===== src/rtl/divider_arbiter.sv =====
// Round-robin arbiter sharing one multi-cycle divider among NUM_REQ requesters.
// Latency: accept -> div_start next cycle -> rsp_valid the cycle after div_done (or TIMEOUT+1 after start).
// Backpressure: req_ready only asserted in IDLE; responses are single-cycle pulses with no backpressure.
module divider_arbiter #(
  parameter int NUM_REQ = 4,
  parameter int WIDTH   = 32,
  parameter int TIMEOUT = 64
) (
  input  logic                          clk,
  input  logic                          rst,
  input  logic [NUM_REQ-1:0]            req_valid,
  input  logic [NUM_REQ*WIDTH-1:0]      req_dividend,
  input  logic [NUM_REQ*WIDTH-1:0]      req_divisor,
  output logic [NUM_REQ-1:0]            req_ready,
  output logic                          rsp_valid,
  output logic [$clog2(NUM_REQ)-1:0]    rsp_id,
  output logic [WIDTH-1:0]              rsp_quotient,
  output logic [WIDTH-1:0]              rsp_remainder,
  output logic                          rsp_dbz,
  output logic                          rsp_timeout,
  output logic                          div_start,
  output logic [WIDTH-1:0]              div_dividend,
  output logic [WIDTH-1:0]              div_divisor,
  input  logic                          div_done,
  input  logic [WIDTH-1:0]              div_quotient,
  input  logic [WIDTH-1:0]              div_remainder
);

  localparam int IDW = $clog2(NUM_REQ);
  localparam int CW  = $clog2(TIMEOUT);

  typedef enum logic [1:0] {
    S_IDLE  = 2'd0,
    S_START = 2'd1,
    S_WAIT  = 2'd2,
    S_RESP  = 2'd3
  } state_t;

  state_t           state;
  state_t           state_nxt;

  logic [IDW-1:0]   ptr;
  logic [IDW-1:0]   win;
  logic             win_vld;
  logic [IDW-1:0]   id_q;
  logic [WIDTH-1:0] dvd_q;
  logic [WIDTH-1:0] dvs_q;
  logic [WIDTH-1:0] quo_q;
  logic [WIDTH-1:0] rem_q;
  logic             dbz_q;
  logic             to_q;
  logic [CW-1:0]    cnt;

  logic             accept;
  logic             done_hit;
  logic             tmo_hit;
  logic [WIDTH-1:0] win_dividend;
  logic [WIDTH-1:0] win_divisor;

  // Requester index at offset k from the priority pointer, wrapping at NUM_REQ.
  function automatic logic [IDW-1:0] rr_idx(input logic [IDW-1:0] base, input int k);
    int s;
    s = int'(base) + k;
    if (s >= NUM_REQ) s = s - NUM_REQ;
    return IDW'(s);
  endfunction

  // Round-robin search: first valid requester starting at the pointer.
  always_comb begin
    win     = '0;
    win_vld = 1'b0;
    for (int k = 0; k < NUM_REQ; k++) begin
      if (!win_vld && req_valid[rr_idx(ptr, k)]) begin
        win     = rr_idx(ptr, k);
        win_vld = 1'b1;
      end
    end
  end

  assign win_dividend = req_dividend[int'(win)*WIDTH +: WIDTH];
  assign win_divisor  = req_divisor[int'(win)*WIDTH +: WIDTH];

  // Done is only honoured in WAIT and beats a coincident timeout.
  assign accept   = (state == S_IDLE) && win_vld;
  assign done_hit = (state == S_WAIT) && div_done;
  assign tmo_hit  = (state == S_WAIT) && !div_done && (cnt == CW'(TIMEOUT - 1));

  // State register.
  always_ff @(posedge clk) begin
    if (rst) state <= S_IDLE;
    else     state <= state_nxt;
  end

  // Next-state logic.
  always_comb begin
    state_nxt = state;
    case (state)
      S_IDLE:  if (accept) state_nxt = S_START;
      S_START: state_nxt = S_WAIT;
      S_WAIT:  if (done_hit || tmo_hit) state_nxt = S_RESP;
      S_RESP:  state_nxt = S_IDLE;
      default: state_nxt = S_IDLE;
    endcase
  end

  // Operand/result latching, round-robin pointer and watchdog counter.
  always_ff @(posedge clk) begin
    if (rst) begin
      ptr   <= '0;
      id_q  <= '0;
      dvd_q <= '0;
      dvs_q <= '0;
      quo_q <= '0;
      rem_q <= '0;
      dbz_q <= 1'b0;
      to_q  <= 1'b0;
      cnt   <= '0;
    end else begin
      if (accept) begin
        dvd_q <= win_dividend;
        dvs_q <= win_divisor;
        id_q  <= win;
        dbz_q <= (win_divisor == '0);
        ptr   <= (win == IDW'(NUM_REQ - 1)) ? '0 : win + IDW'(1);
      end
      if (state == S_START) begin
        cnt <= '0;
      end
      if (state == S_WAIT) begin
        cnt <= cnt + CW'(1);
        if (done_hit) begin
          quo_q <= div_quotient;
          rem_q <= div_remainder;
          to_q  <= 1'b0;
        end else if (tmo_hit) begin
          quo_q <= '0;
          rem_q <= '0;
          to_q  <= 1'b1;
        end
      end
    end
  end

  // Outputs: response fields are only driven during the RESP pulse.
  always_comb begin
    req_ready = '0;
    if (state == S_IDLE && win_vld) req_ready[win] = 1'b1;
    div_start     = (state == S_START);
    div_dividend  = dvd_q;
    div_divisor   = dvs_q;
    rsp_valid     = (state == S_RESP);
    rsp_id        = rsp_valid ? id_q  : '0;
    rsp_quotient  = rsp_valid ? quo_q : '0;
    rsp_remainder = rsp_valid ? rem_q : '0;
    rsp_dbz       = rsp_valid && dbz_q;
    rsp_timeout   = rsp_valid && to_q;
  end

endmodule


===== config.mk =====
export PLATFORM = sky130hd
export DESIGN_NAME = divider_arbiter
export DESIGN_NICKNAME = d
export VERILOG_FILES = /design/src/rtl/divider_arbiter.sv
export SDC_FILE = /design/constraint.sdc
export NUM_CORES = 1
export LEC_CHECK = 0
export CORE_AREA = 10 10 171 173
export CTS_CLUSTER_SIZE = 10
export DETAILED_ROUTE_END_ITERATION = 8
export DIE_AREA = 0 0 181 183
export PLACE_DENSITY = 0.69
export SYNTH_ARGS = -nofsm -noshare
export SYNTH_HDL_FRONTEND = slang
export SYNTH_SLANG_ARGS = --single-unit
export TNS_END_PERCENT = 1

===== constraint.sdc =====
create_clock -name clk -period 2.7 [get_ports clk]
set_input_delay 0.27 -clock clk [delete_from_list [all_inputs] [get_ports clk]]
set_output_delay 0.27 -clock clk [all_outputs]
set_load 0.01 [all_outputs]

# ---- Word level (Yosys, flattened, before mapping)
# Index checks and enable logic that the tools add are counted.
dict set report op_classes {
  add_sub_neg 9
  n_lt_le_gt_ge 10
  n_eq_ne 7
  shifts 2
  n_mux 37
  n_reduce_logical 21
}
# operator n
set op_table {}
lappend op_table {{indexed part select 128 x 8 -> 32 bit} 2}
lappend op_table {{2-to-1 mux 32 bit} 5}
lappend op_table {{logical NOT 32 bit} 1}
lappend op_table {{2-to-1 mux 2 bit} 12}
lappend op_table {{less-than comparator 2 x 3 -> 1 bit (second input constant)} 5}
lappend op_table {{2-to-1 mux 6 bit} 2}
lappend op_table {{2-to-1 mux 1 bit} 11}
lappend op_table {{logical AND 1 bit} 10}
lappend op_table {{>= comparator 3 bit (second input constant)} 3}
lappend op_table {{binary-select mux 1 bit (select 2 bit)} 4}
lappend op_table {{one-hot mux 2 bit (4 select lines)} 1}
lappend op_table {{subtractor 2 x 1 -> 2 bit (second input constant)} 4}
lappend op_table {{adder 2 x 2 -> 3 bit (second input constant)} 2}
lappend op_table {{adder 6 x 1 -> 6 bit (second input constant)} 1}
lappend op_table {{== test 2 bit (second input constant)} 3}
lappend op_table {{== test 6 bit (second input constant)} 1}
lappend op_table {{logical NOT 1 bit} 4}
lappend op_table {{2-to-1 mux 4 bit} 1}
lappend op_table {{!= test 2 bit (second input constant)} 2}
lappend op_table {{AND reduction 2 bit} 2}
lappend op_table {{nonzero test 2 bit} 2}
lappend op_table {{adder 2 x 1 -> 3 bit (second input constant)} 1}
lappend op_table {{>= comparator 2 x 3 -> 1 bit (second input constant)} 1}
lappend op_table {{adder 2 x 1 -> 2 bit (second input constant)} 1}
lappend op_table {{other kinds (5)} 5}
dict set report totals {
  regBits 142
  in_bits 327
  out_inout_bits 138
  wordCells 96
}

# ---- Depth between registers and ports, before layout
dict set report depth {
  word_depth 19
  ltp_mapped 13
  mapped_depth_nobuf 8
}

# ---- Worst setup path after synthesis
# No wires, ideal clock.
dict set report synth_timing {
  kind {reg2out}
  start {register ptr[0]}
  end {output port req_ready[2]}
  arrival_ns 2.260
  path_slack_ns 0.170
  path_stages_with_launch 12
  path_buffers 5
  path_cell_list {dfxtp_1 nor2b_1 buf_2 a211o_1 clkbuf_1 nand2_1 inv_2 buf_2 buf_2 buf_1 ha_1 and2_1}
}
dict set report synth_between {
  elab_chain_len 19
  word_cells_on_any_way 44
  cone_classes {add/sub (7); order compare (6); mux (23); reduce/logical (8)}
}
# item line_no
set synth_lines {}
lappend synth_lines {{start, declared} 42} ;# logic [IDW-1:0] ptr;
lappend synth_lines {{start signal, assigned} 124} ;# ptr <= (win == IDW'(NUM_REQ - 1)) ? '0 : win + IDW'(1);
lappend synth_lines {{parallel branches: the longest is 13 deep, another holds adder 2 x 1 -> 3 bit} n/a}
lappend synth_lines {{2-to-1 mux 2 bit *} 73} ;# if (!win_vld && req_valid[rr_idx(ptr, k)]) begin
lappend synth_lines {{net win[1]} 43} ;# logic [IDW-1:0] win;
lappend synth_lines {{less-than comparator 2 x 3 -> 1 bit (implied by the code) or >= comparator 2 x 1 -> 1 bit (tied branches)} 147} ;# if (state == S_IDLE && win_vld) req_ready[win] = 1'b1;
lappend synth_lines {{logical AND 1 bit (implied by the code)} 147}
lappend synth_lines {{2-to-1 mux 1 bit (implied by the code)} 147}
lappend synth_lines {{demux 1 bit (select 2 bit) *} 147}
lappend synth_lines {{2-to-1 mux 4 bit *} 147}
lappend synth_lines {{end, declared} 14} ;# output logic [NUM_REQ-1:0] req_ready,
# Mark *: on every way through the listed nets, which the timed path passes. The select of a mux whose other input is x is not followed.

# ---- Worst setup path after layout
dict set report layout_timing {
  start {input port req_valid[0]}
  end {output port req_ready[1]}
}
dict set report layout_between {
  elab_chain_len 17
  word_cells_on_any_way 29
  cone_classes {order compare (2); mux (19); reduce/logical (8)}
}
# item line_no
set layout_lines {}
lappend layout_lines {{start, declared} 11} ;# input logic [NUM_REQ-1:0] req_valid,
lappend layout_lines {{binary-select mux 1 bit (select 2 bit)} 73}
lappend layout_lines {{2-to-1 mux 1 bit (implied by the code)} 73}
lappend layout_lines {{2-to-1 mux 1 bit} 73}
lappend layout_lines {{logical NOT 1 bit} 73}
lappend layout_lines {{logical AND 1 bit} 73}
lappend layout_lines {{2-to-1 mux 1 bit} 73}
lappend layout_lines {{logical NOT 1 bit} 73}
lappend layout_lines {{logical AND 1 bit} 73}
lappend layout_lines {{2-to-1 mux 1 bit} 73}
lappend layout_lines {{logical NOT 1 bit} 73}
lappend layout_lines {{logical AND 1 bit} 73}
lappend layout_lines {{2-to-1 mux 2 bit} 73}
lappend layout_lines {{less-than comparator 2 x 3 -> 1 bit (implied by the code) or >= comparator 2 x 1 -> 1 bit (tied branches)} 147}
lappend layout_lines {{logical AND 1 bit (implied by the code)} 147}
lappend layout_lines {{2-to-1 mux 1 bit (implied by the code)} 147}
lappend layout_lines {{demux 1 bit (select 2 bit)} 147}
lappend layout_lines {{2-to-1 mux 4 bit *} 147}
# Mark *: on every way between the ends. The rest lies on a longest branch, timed or not. The select of a mux whose other input is x is not followed.

==> summary.txt <==
Layout area overhead = 72.5%
Sw frac = 0.416
CTS tree = done
Initial core utilization = 0.321
First-pass iteration count of the detailed router = 5
Critical path peak fanout = 5
GRT overflow = 0
Largest net degree at the start of global routing = 66
Core Area = 25,800 sq um
Vias per std cell = 5.14
Hold_buf cts = 0
Worst Skew = 0.0205 ns
Int Pwr = 7.16 mW
Rows = 59
Largest area contributor in the netlist = dfxtp_1
GR peak layer = met2
Least-Margin Pin Slew = 0.669 ns
Sw Pwr = 5.11 mW
CP max stage cell = or4b_4
P_leak = 5.42 nW
RSZ-0062 raised after global routing = true
Final cell count without fillers = 1,999
Sequential cell area fraction in the yosys report = 0.343
H-tree depth = 4
Outcome = completed
Main area contributors after synthesis = dfxtp_1, nand2_1, nand3_1
Initial antenna violation count = 3
Worst path required time = 2.43 ns
Cell area power density = 859 nW/um^2
Clock Path Buffers = 2
Netlist cell types = 44
WL per Instance = 20.0 um
First-pass GRT wire length = 60.3 mm
Crit path DAT = 2.34 ns
CTS Buf Count = 17
Die width = 181 um
CTS clock-pin slew for the worst setup and hold paths = 0.07 ns
Synthesized area per cell = 6.89 sq um
Final worst slack = 0.0868 ns
Total GRT Usage = 0.227
Starting DRT DRC Count = 720
VDD IR max = 432 uV
Largest delay share family, worst path = simple AND/OR/NAND/NOR gates
Syn Std Cell Area = 8280 sq um
Total of max-cap violations = 0
Post-Place Setup Slack = -0.523 ns
Setup violations, final = 0
Combinational share of power = 0.559
Layout cells sized above 1 = 0.0915
Fin crit share = 0.968
Mapped Cells = 1,203
Inst Count DP = 1,964
GP Congestion = 0.942
WS Path Type = input pin to primary output
Die height = 183 um
Slowest Stage Delay on Critical Path = 0.59 ns
Grt met1 use = 0.260
Buf/Inv on CP = 3
Top-area cell type share of the netlist area = 0.343
Port bufs = 464
Worst hold path class = input pin to flop
WHS Path Cells = 2
Met2 Usage GRT = 0.399
# DRC = 0
Endpoints failing hold = 0
DIE AREA = 33,100 sq um
Yosys warns = 0
CTS root buf = clkbuf_16
Max Fclk = 383 MHz
R2R cell count = 9
Synth Register Bits = 142
Crit. End Element = primary output
Routed WL = 40.0 mm
Final worst path period need = 2.61 ns
Reg power frac = 0.243
I/O pins = 465
HPWL Detailed = 31.0 mm
Fraction of registers with async set/reset = 0
Skew-Pair Late Insertion Delay = 0.43 ns
M3 GR Usage = 0.0669
Post-synth EDFFs = 0
Clk sink count = 142
CP Depth = 8
Syn nets = 1,539
Nets@finish = 1,984
Synth Flop Type = dfxtp_1
Slew margin rel. = 0.554
Clk pwr share = 0.197
DR vias = 10,300
Antenna Nets Post-Route = 0
Crit-path cells = clkdlybuf4s50_1, nor2b_1, or4b_4, and2_4, clkinv_2, ha_1, and2_1, clkdlybuf4s15_1
Slew Viols, Final = 0
Worst setup SP type = input pin
Vias in the first global route = 10,100
==> layout by cell type, fill, tap and decap left out, drive strengths merged, types with 2 or more instances in the layout <==
master | Yosys | routed
buf | 36 | 83
nand4 | 3 | 3
clkdlybuf4s50 | 0 | 459
nor2 | 16 | 16
or3 | 12 | 12
dfxtp | 142 | 142
o21ai | 3 | 3
a31o | 2 | 2
a211oi | 29 | 29
nor3 | 3 | 3
a221oi | 16 | 16
clkbuf | 84 | 20
nand3 | 193 | 193
nor3b | 17 | 17
a32oi | 17 | 17
o21a | 2 | 2
ha | 9 | 9
nand2 | 310 | 310
xor2 | 3 | 3
inv | 6 | 14
a21oi | 134 | 134
nand2b | 3 | 3
a31oi | 3 | 3
a21bo | 16 | 16
clkinv | 1 | 8
and3 | 27 | 27
nor4 | 22 | 22
nor2b | 5 | 5
o22ai | 5 | 5
and2 | 73 | 73
diode | 0 | 3
==> cell type report <==
type	instances	area (sq um)
Antenna cell	3	7.51
Clock buffer	17	425
Clock inverter	15	184
Fill cell	2468	11500
Inverter	7	27.5
Multi-Input combinational cell	934	4970
Sequential cell	142	2840
Tap cell	335	419
Timing Repair Buffer	546	5410
==> what timing repair did <==
action / 4_1_cts / 5_1_grt
setup buffers: 0 / 0
setup endpoints to repair: 7 / 5
pin swaps: 1 / 2
gates resized for setup: 10 / 8
==> power by group through the flow <==
stage	clock [mW]	combinational [mW]	sequential, mW
2_1_floorplan	0	3.38	3.18
3_3_place_gp	0	6.82	3.00
3_5_place_dp	0	6.86	3.02
4_1_cts	2.47	6.89	2.99
5_1_grt	2.55	7.51	3.06
6_report	2.42	6.86	2.99
==> worst reg2reg max path, stage by stage, from the launching register on <==
cell,delay [ns]
dfxtp_1,0.39
buf_6,0.17
or4b_4,0.52
and2_4,0.19
clkinv_2,0.10
buf_4,0.33
a211oi_1,0.13
a31o_2,0.24
nor4bb_2,0.18
a41o_1,0.21
==> metrics by stage <==
stage                     power (mW)  hold WS [ns]  instance area [sq um]  setup TNS [ns]  utilization
after floorplan                 6.56         0.406                   8280               0            -
after global placement          9.82         0.440                  13700          -17.72        0.530
after detailed placement        9.89         0.440                  13700          -20.18        0.530
after CTS                       12.3         0.365                  14300         -0.0309        0.554
after global routing            13.1         0.372                  14300         -0.0430        0.554
final                           12.3         0.366                  14300               0        0.554
==> layer usage <==
metal  part of all wire  vias up
met5                  0        -
met4              0.019        0
met3              0.082       41
met2               0.50      418
met1               0.40     4752
li1                   -     5064
==> registers in the layout, summed over array words and instances, names as in the netlist <==
signal        count
ptr               2
rem_q            32
quo_q            32
dbz_q             1
cnt               6
div_dividend     32
id_q              2
state             2
to_q              1
div_divisor      32
==> synthesized netlist by cell type (2+ instances only) <==
library cell and n:
buf_4 5, a21oi_1 134, nor3_1 3, ha_1 9, or3_1 12, a221oi_1 16, a31oi_1 3, clkbuf_1 84
buf_6 2, o21a_1 2, nand2b_1 3, and3_1 27, buf_2 16, a32oi_1 17, nor4_1 22, a31o_2 2
o21ai_0 3, buf_1 13, nor3b_1 17, a211oi_1 29, dfxtp_1 142, nor2b_1 5, a21bo_2 16, nor2_1 16
xor2_1 3, nand3_1 193, and2_1 73, nand2_1 310, o22ai_1 5, nand4_1 3, inv_1 5
==> path summary, 6_finish.rpt <==
kind	start	end	slack (ns)
hold / removal	rst	rem_q[19]	0.37
setup reg to reg	ptr[1]	dbz_q	0.15
hold reg to reg	to_q	to_q	0.45
setup / recovery	req_valid[0]	req_ready[1]	0.09
==> kinds of logic (layout without fill, tap and decap cells) <==
group / Yosys count / in the layout / synth area share
flip-flops: 142 / 142 / 0.343
AO/OA/AOI/OAI: 232 / 232 / 0.178
other: 0 / 3 / 0
adder cells (fa/ha/maj): 9 / 9 / 0.0136
AND/OR/NAND/NOR: 690 / 690 / 0.398
buffers and inverters: 127 / 585 / 0.0642
XOR/XNOR: 3 / 3 / 0.00317
Power figures use the tool's default switching activity.
